**src/rtl/lsu_mem_ctrl.sv**
```systemverilog
// Load/store stage: routes MA-stage accesses to the QSPI memory port or the IO port,
// with lane steering and sign extension. Optional access timeout: MEM_TIMEOUT_EN.
module lsu_mem_ctrl #(
    parameter int         XLEN      = 32,
    parameter logic [1:0] IO_TAG    = 2'b11,
    parameter int         IO_ADR_W  = 14,
    parameter int         IO_RD_LAT = 2,
    parameter int         TO_W      = 8
) (
    input  logic                clk,
    input  logic                rst_n,
    input  logic                cpu_stat_dmrw,
    input  logic                cmd_ld_ma,
    input  logic                cmd_st_ma,
    input  logic [2:0]          ldst_code_ma,
    input  logic [4:0]          rd_adr_ma,
    input  logic [XLEN-1:0]     rd_data_ma,
    input  logic [XLEN-1:0]     st_data_ma,
    output logic                dmrw_run,
    output logic [4:0]          rd_adr_wb,
    output logic                wbk_rd_reg_wb,
    output logic [XLEN-1:0]     wbk_data_wb,
    output logic                d_read_req,
    output logic [XLEN-1:0]     d_read_adr,
    input  logic                read_valid,
    input  logic [XLEN-1:0]     read_data,
    output logic                d_write_req,
    output logic [XLEN-1:0]     d_write_adr,
    output logic [3:0]          d_write_be,
    output logic [XLEN-1:0]     d_write_data,
    input  logic                write_finish,
    output logic                dma_io_we,
    output logic [IO_ADR_W-1:0] dma_io_wadr,
    output logic [XLEN-1:0]     dma_io_wdata,
    output logic                dma_io_radr_en,
    output logic [IO_ADR_W-1:0] dma_io_radr,
    input  logic [XLEN-1:0]     dma_io_rdata,
    output logic                misalign_err,
    output logic                bus_err
);

    generate
        if (XLEN != 32) begin : g_xlen_chk
            $error("lsu_mem_ctrl: lane logic supports XLEN=32 only");
        end
        if (IO_RD_LAT < 1 || IO_RD_LAT > 7) begin : g_lat_chk
            $error("lsu_mem_ctrl: IO_RD_LAT must be 1..7");
        end
        if (TO_W < 2) begin : g_tow_chk
            $error("lsu_mem_ctrl: TO_W must be at least 2");
        end
    endgenerate

    typedef enum logic [2:0] {S_IDLE, S_MRD, S_MWR, S_IORD, S_IOWR} state_t;

    state_t          state_q, state_d;
    logic [XLEN-1:0] adr_q, adr_d, sdat_q, sdat_d, wbk_data_q, wbk_data_d;
    logic [4:0]      rd_q, rd_d, rd_wb_q, rd_wb_d;
    logic [2:0]      code_q, code_d, io_cnt_q, io_cnt_d;
    logic            rd_req_q, rd_req_d, wr_req_q, wr_req_d;
    logic            io_we_q, io_we_d, io_re_q, io_re_d;
    logic            mis_q, mis_d, wbk_q, wbk_d;
    logic            accept, is_io, illegal, io_done, ld_done, to_hit;
    logic [XLEN-1:0] ld_raw, ld_shift, ld_ext;

    assign accept = (state_q == S_IDLE) & cpu_stat_dmrw & (cmd_ld_ma | cmd_st_ma);
    assign is_io  = (rd_data_ma[XLEN-1:XLEN-2] == IO_TAG);

    // Misaligned halfword/word, undefined funct3, or sub-word IO access
    always_comb begin
        illegal = 1'b0;
        case (ldst_code_ma)
            3'b000:  illegal = 1'b0;
            3'b001:  illegal = rd_data_ma[0];
            3'b010:  illegal = (rd_data_ma[1:0] != 2'b00);
            3'b100:  illegal = ~cmd_ld_ma;
            3'b101:  illegal = ~cmd_ld_ma | rd_data_ma[0];
            default: illegal = 1'b1;
        endcase
        if (is_io && ldst_code_ma != 3'b010) begin
            illegal = 1'b1;
        end
    end

    // The IO read counter is loaded in the strobe cycle, so data is taken IO_RD_LAT cycles later
    assign io_done = (state_q == S_IORD) & ~io_re_q & (io_cnt_q == 3'd1);
    assign ld_done = ((state_q == S_MRD) & read_valid) | io_done;

`ifdef MEM_TIMEOUT_EN
    logic [TO_W-1:0] to_cnt_q, to_cnt_d;
    logic            berr_q;

    assign to_hit = (&to_cnt_q) &
                    (((state_q == S_MRD) & ~read_valid) | ((state_q == S_MWR) & ~write_finish));

    always_comb begin
        to_cnt_d = '0;
        if (state_q == S_MRD || state_q == S_MWR) begin
            to_cnt_d = to_cnt_q + TO_W'(1);
        end
    end

    always_ff @(posedge clk or negedge rst_n) begin
        if (!rst_n) begin
            to_cnt_q <= '0;
            berr_q   <= 1'b0;
        end else begin
            to_cnt_q <= to_cnt_d;
            berr_q   <= to_hit;
        end
    end

    assign bus_err = berr_q;
`else
    assign to_hit  = 1'b0;
    assign bus_err = 1'b0;
`endif

    // State register and datapath flops
    always_ff @(posedge clk or negedge rst_n) begin
        if (!rst_n) begin
            state_q    <= S_IDLE;
            adr_q      <= '0;
            sdat_q     <= '0;
            wbk_data_q <= '0;
            rd_q       <= '0;
            rd_wb_q    <= '0;
            code_q     <= '0;
            io_cnt_q   <= '0;
            rd_req_q   <= 1'b0;
            wr_req_q   <= 1'b0;
            io_we_q    <= 1'b0;
            io_re_q    <= 1'b0;
            mis_q      <= 1'b0;
            wbk_q      <= 1'b0;
        end else begin
            state_q    <= state_d;
            adr_q      <= adr_d;
            sdat_q     <= sdat_d;
            wbk_data_q <= wbk_data_d;
            rd_q       <= rd_d;
            rd_wb_q    <= rd_wb_d;
            code_q     <= code_d;
            io_cnt_q   <= io_cnt_d;
            rd_req_q   <= rd_req_d;
            wr_req_q   <= wr_req_d;
            io_we_q    <= io_we_d;
            io_re_q    <= io_re_d;
            mis_q      <= mis_d;
            wbk_q      <= wbk_d;
        end
    end

    // Next-state logic
    always_comb begin
        state_d = state_q;
        case (state_q)
            S_IDLE: begin
                if (accept && !illegal) begin
                    if (is_io) begin
                        state_d = cmd_ld_ma ? S_IORD : S_IOWR;
                    end else begin
                        state_d = cmd_ld_ma ? S_MRD : S_MWR;
                    end
                end
            end
            S_MRD:   if (read_valid || to_hit) state_d = S_IDLE;
            S_MWR:   if (write_finish || to_hit) state_d = S_IDLE;
            S_IORD:  if (io_done) state_d = S_IDLE;
            S_IOWR:  state_d = S_IDLE;
            default: state_d = S_IDLE;
        endcase
    end

    // Load lane extraction from whichever port is completing
    always_comb begin
        ld_raw   = (state_q == S_IORD) ? dma_io_rdata : read_data;
        ld_shift = ld_raw >> {adr_q[1:0], 3'b000};
        case (code_q)
            3'b000:  ld_ext = {{(XLEN-8){ld_shift[7]}}, ld_shift[7:0]};
            3'b001:  ld_ext = {{(XLEN-16){ld_shift[15]}}, ld_shift[15:0]};
            3'b100:  ld_ext = {{(XLEN-8){1'b0}}, ld_shift[7:0]};
            3'b101:  ld_ext = {{(XLEN-16){1'b0}}, ld_shift[15:0]};
            default: ld_ext = ld_raw;
        endcase
    end

    // Output / register-input logic
    always_comb begin
        adr_d      = adr_q;
        sdat_d     = sdat_q;
        rd_d       = rd_q;
        code_d     = code_q;
        io_cnt_d   = io_cnt_q;
        wbk_data_d = wbk_data_q;
        rd_wb_d    = rd_wb_q;
        rd_req_d   = 1'b0;
        wr_req_d   = 1'b0;
        io_we_d    = 1'b0;
        io_re_d    = 1'b0;
        wbk_d      = 1'b0;
        mis_d      = accept & illegal;
        if (accept) begin
            adr_d    = rd_data_ma;
            sdat_d   = st_data_ma;
            rd_d     = rd_adr_ma;
            code_d   = ldst_code_ma;
            rd_req_d = ~illegal & ~is_io & cmd_ld_ma;
            wr_req_d = ~illegal & ~is_io & ~cmd_ld_ma;
            io_re_d  = ~illegal & is_io & cmd_ld_ma;
            io_we_d  = ~illegal & is_io & ~cmd_ld_ma;
        end
        if (state_q == S_IORD) begin
            if (io_re_q) begin
                io_cnt_d = 3'(IO_RD_LAT);
            end else if (io_cnt_q == 3'd1) begin
                io_cnt_d = 3'd0;
            end else begin
                io_cnt_d = io_cnt_q - 3'd1;
            end
        end
        if (ld_done) begin
            wbk_data_d = ld_ext;
            rd_wb_d    = rd_q;
            wbk_d      = (rd_q != 5'd0);
        end
    end

    // Store lane steering from the latched request
    always_comb begin
        case (code_q[1:0])
            2'b00: begin
                d_write_be   = 4'b0001 << adr_q[1:0];
                d_write_data = {4{sdat_q[7:0]}};
            end
            2'b01: begin
                d_write_be   = 4'b0011 << adr_q[1:0];
                d_write_data = {2{sdat_q[15:0]}};
            end
            default: begin
                d_write_be   = 4'b1111;
                d_write_data = sdat_q;
            end
        endcase
    end

    assign dmrw_run       = accept | (state_q != S_IDLE);
    assign d_read_req     = rd_req_q;
    assign d_read_adr     = {adr_q[XLEN-1:2], 2'b00};
    assign d_write_req    = wr_req_q;
    assign d_write_adr    = {adr_q[XLEN-1:2], 2'b00};
    assign dma_io_we      = io_we_q;
    assign dma_io_wadr    = adr_q[IO_ADR_W+1:2];
    assign dma_io_wdata   = sdat_q;
    assign dma_io_radr_en = io_re_q;
    assign dma_io_radr    = adr_q[IO_ADR_W+1:2];
    assign misalign_err   = mis_q;
    assign wbk_rd_reg_wb  = wbk_q;
    assign rd_adr_wb      = rd_wb_q;
    assign wbk_data_wb    = wbk_data_q;

endmodule
```
**config.mk**
```make
export PLATFORM = sky130hd
export DESIGN_NAME = lsu_mem_ctrl
export DESIGN_NICKNAME = d
export VERILOG_FILES = /design/src/rtl/lsu_mem_ctrl.sv
export SDC_FILE = /design/constraint.sdc
export NUM_CORES = 1
export LEC_CHECK = 0
export BUFFER_PORTS_ARGS = -buffer_cell sky130_fd_sc_hd__buf_4
export CAP_MARGIN = 20
export CORE_AREA = 2 2 137 139
export CTS_CLUSTER_SIZE = 10
export DETAILED_ROUTE_END_ITERATION = 6
export DIE_AREA = 0 0 139 141
export PLACE_DENSITY_LB_ADDON = 0.12
export SLEW_MARGIN = 20
export SYNTH_ARGS = -nofsm -noshare
export SYNTH_HDL_FRONTEND = slang
export SYNTH_SLANG_ARGS = --single-unit
```
**constraint.sdc**
```tcl
create_clock -name clk -period 1.9 [get_ports clk]
set_input_delay 0.19 -clock clk [delete_from_list [all_inputs] [get_ports clk]]
set_output_delay 0.19 -clock clk [all_outputs]
set_load 0.03 [all_outputs]
```
Yosys cells after proc, flatten, opt, wreduce, memory -nomap -nowiden. Index checks and enable logic that the tools add are counted.

Register bits: 121. Input bits: 143. Output and inout bits: 205. Logic and storage cells: 88.

$add $sub $neg: 1. Equal/unequal tests: 18. Shifts and indexed selects: 3. Multiplexer cells: 21. Bitwise gates (word level): 20. Reductions and logical operators: 11.

Operators with widths (number): $pmux W32 S4 (1); $pmux W32 S2 (1); $mux W32 (1); $shr A32 B5 Y16 (1); $mux W3 (8); $and A1 B1 Y1 (12); $eq A3 B1 Y1 const B (4); $eq A3 B3 Y1 const B (4); $pmux W3 S4 (1); $eq A3 B2 Y1 const B (3); $logic_not A3 Y1 (3); $pmux W4 S2 (1); $mux W1 (6); $ne A2 B2 Y1 const B (3); $pmux W1 S5 (1); $reduce_bool A5 Y1 (1); $not A1 Y1 (4); $or A1 B1 Y1 (4); $reduce_and A4 Y1 (1); $shl A1 B2 Y4 const A (1); $shl A2 B2 Y4 const A (1); $ne A3 B2 Y1 const B (1); $reduce_bool A3 Y1 (1); $sub A3 B1 Y3 const B (1); 8 further kinds (9).

Logic depth before layout (Yosys ltp).
Depth after elaboration: 8. Mapped depth: 8. Gate-level depth less buffers: 7.

Worst setup path after synthesis. No wires, ideal clock.

Path kind: reg2reg. Start point: register state_q[2]. End point: register wbk_data_q[16] (netlist: wbk_data_wb[16]). Library setup time: 0.066 ns. Data arrival time: 1.993 ns. Data required time: 1.834 ns. Slack: -0.159 ns. Stages on the path, launching flop included: 8. Path buffers: 2. Clock period less this slack: 2.059 ns. Path through: dfrtp_1 nand3b_1 buf_2 mux2_4 or4_1 a311o_1 buf_6 nand2_1.

Word-level cells in the longest chain between the ends: 4. Elaborated cells between the ends (all ways): 9. Those cells by class: eq/ne (2); shift (1); mux (2); bitwise (4).

Ends and longest elaborated chain: start, declared (line 56) `state_t state_q, state_d;`; start signal, assigned (line 137) `state_q <= state_d;`; $eq A3 B2 Y1 (line 86, 177); $mux W32 or $and A1 B1 Y1 (tied branches) (line 177, 86); $shr A32 B5 Y16 or $and A1 B1 Y1 (tied branches) (line 178, 86); $pmux W32 S4 or $or A1 B1 Y1 (tied branches) (line 179, 87); end signal, assigned (line 140) `wbk_data_q <= wbk_data_d;`; end, declared (line 57) `logic [XLEN-1:0] adr_q, adr_d, sdat_q, sdat_d, wbk_data_q, wbk_data_d;`.

Parallel ways exist; a longest one is shown, timed or not. A chain may end at the register's enable or synchronous reset.

Worst setup path after layout.
Start point: register state_q[2]. End point: register wbk_data_q[22] (netlist: wbk_data_wb[22]).

Same word-level chain as after synthesis.

==> results.ini <==
[setup_path]
required_ns=2.26
crit_start=state_q[2]
reg2reg_to=wbk_data_wb[22]
critical-path-slowest-cell=or4_1
path_cells=nand3b_1, mux2_4, or4_1, a311o_1, buf_6, nand3_1
path_delay_family=simple AND/OR/NAND/NOR gates
r2r_cells=6
crit_type=reg -> reg
cp.depth=6
reg2reg_slack_ns=-0.19
worstReg2RegStart=state_q[2]
endpoint=wbk_data_wb[22]
cp_num_buf_inv=1
end_kind=register
arrival_ns=2.45
cpPeakStageDelay_ns=0.41
start_kind=register
path_max_fanout=9

[synth]
async_flop_share_pct=100
synth.distinct_cells=47
yosysWarnings=0
synth_edf_count=0
ys_ff_latch=121
synth_area_um2=7030
synth.avg_cell_area_um2=8.61
syn_inst=816
seq_area_frac_synth_pct=43.1
synthFlopType=dfrtp_1

[final_layout]
mostFrequentLayoutCells=buf_4, nand2_1, dfrtp_1
layout.cells.most_common=buf_4
area_delta_synth_final_pct=56.5
multi_input_area_um2=3190
final_cell_area_um2=11000
fin_nets=1299
final_cells=1400
antennaDiodeCount=0
seq_area_um2=3030
fin_util_pct=60.2
drive_gt1_share_pct=41.2
fillerInstances=1633

[floorplanning]
row_count=50
dieArea_um2=19600
start_util_pct=38.5
die_width_um=139
coreArea_um2=18300
io_pins=348
die_h_um=141

[clock_tree]
path_clk_slew_ns=0.06
htreeDepth=4
insertion_delay_ns=0.42
clk_path_buf_depth=2
cts_tree=yes
cts_buffers=17
cts.sink_count=121
cts_root_buf=clkbuf_16

[place]
place_inst=1286
place_area_um2=9360
place.gp.congestion=0.902
hpwl_um=16500
port_buffers=342

[sta]
slew_viol_final=0
max_freq_ghz=0.478
final.setup.tns_ns=-4.00
grt_setup_unrepaired=true
setup_violations=24
period_share_pct=110
hold-worst-slack_ns=0.0209
fin_crit_ns=2.09
finalClockSkew_ns=0.00930
setup_slack_ns=-0.194
hold_viol=0

[global_route]
grt_overflow=0
antenna_found_initial=0
grt_max_degree=54
grt_usage_pct=22.6
grt_pass1_wl_um=35400
grt_pass1_vias=6758

[pwr]
total_leakage_power_uw=0.00580
cellPowerDensity_nw_per_um2=1270
vdd_ir_drop_max_mv=0.801

[route]
drc=0
firstDrtPassIters=5
drtIter0Drc=331
ant_nets=0
drt_wl_total_um=22800
via_per_inst=4.84
post_drt_wl_per_cell_um=16.3
dr_total_vias=6774

[outcome]
status=finished with violations
violations=setup timing

[worst_hold_path]
min_path_type=in -> reg

[flow_run]
drv_cap=0

[routing by layer]
layer	global-route usage [%]	vias to the layer above	wire length, µm
met3	6.39	16	1750
met4	5.48	0	231
li1	-	3283	-
met1	28.8	3214	9530
met5	0	-	0
met2	38.4	261	11300
[worst reg2reg max path: stages, from the launching register on]
cell	delay, ns
dfrtp_1	0.37
nand3b_1	0.27
mux2_4	0.36
or4_1	0.41
a311o_1	0.41
buf_6	0.16
nand3_1	0.07
[kinds of logic after synthesis]
logic type      Yosys count  synth area share, %
flops                   121                 43.1
other cells               1               0.0533
simple gates            373                 21.9
fa+ha+maj                 3                0.534
mux                      70                 11.8
compound gates           92                 8.67
buf+inv                 156                 14.0
[worst min path at each step]
stage,cells past startpoint,from,endpoint
finish,3,ldst_code_ma[1],code_q[1]
global route,3,rd_data_ma[1],adr_q[1]
CTS,3,ldst_code_ma[1],code_q[1]
detailed placement,1,rst_n,wbk_data_wb[4]
global placement,1,rst_n,wbk_data_wb[4]
floorplan,0,rst_n,adr_q[0]
[synthesized netlist by cell type, types with 4 or more instances]
cell	number	area, µm²
nand2_1	271	1020
dfrtp_1	121	3030
buf_4	101	758
mux2i_1	40	400
nor2_1	38	143
clkbuf_1	34	128
nand3_1	25	125
o21ai_0	24	120
mux2_2	21	236
a21oi_1	15	75.1
a22oi_1	14	105
inv_1	9	33.8
mux4_2	8	180
a31oi_1	7	43.8
and2_1	7	43.8
buf_2	7	35.0
nor2b_1	7	43.8
a21o_1	5	37.5
nand4_1	5	31.3
a221o_1	4	40.0
buf_1	4	15.0
nand2b_1	4	25.0
nand3b_1	4	30.0
nor3_1	4	20.0
o21ba_2	4	40.0
o31ai_1	4	30.0
[power breakdown]
part | internal [µW] | total, µW | switching (µW) | leakage, µW
logic | 2690 | 6680 | 4000 | 0.00401
clock network | 2110 | 3360 | 1250 | 0.000286
registers | 3290 | 3930 | 642 | 0.00150
[layout make-up]
cell class	count	share of cell area (%)
Clock buffer	19	4.03
Clock inverter	13	1.54
Inverter	9	0.307
Multi-Input combinational cell	543	29.0
Sequential cell	121	27.6
Tap cell	234	2.66
Timing Repair Buffer	461	34.9
[metrics by stage]
stage / total power (µW) / setup WS [ns]
after floorplan: 8110 / -0.144
after global placement: 10200 / -0.125
after detailed placement: 10300 / -0.139
after CTS: 13900 / -0.139
after global routing: 14700 / -0.246
final: 14000 / -0.194
[flip-flops by register name, summed over array words and instances, names as in the netlist]
signal / cells
adr_q: 32
dma_io_wdata: 32
wbk_data_wb: 32
rd_adr_wb: 5
rd_q: 5
code_q: 3
io_cnt_q: 3
state_q: 3
d_read_req: 1
d_write_req: 1
dma_io_radr_en: 1
dma_io_we: 1
misalign_err: 1
wbk_rd_reg_wb: 1
[repair_timing]
action                                 4_1_cts  5_1_grt
hold buffers                                69        0
resized for setup                           18       44
setup endpoints to repair                   44       55
buffers inserted                             3       10
endpoints found under the hold margin      115        0
pin swaps                                    5        5
Power figures use the tool's default switching activity.
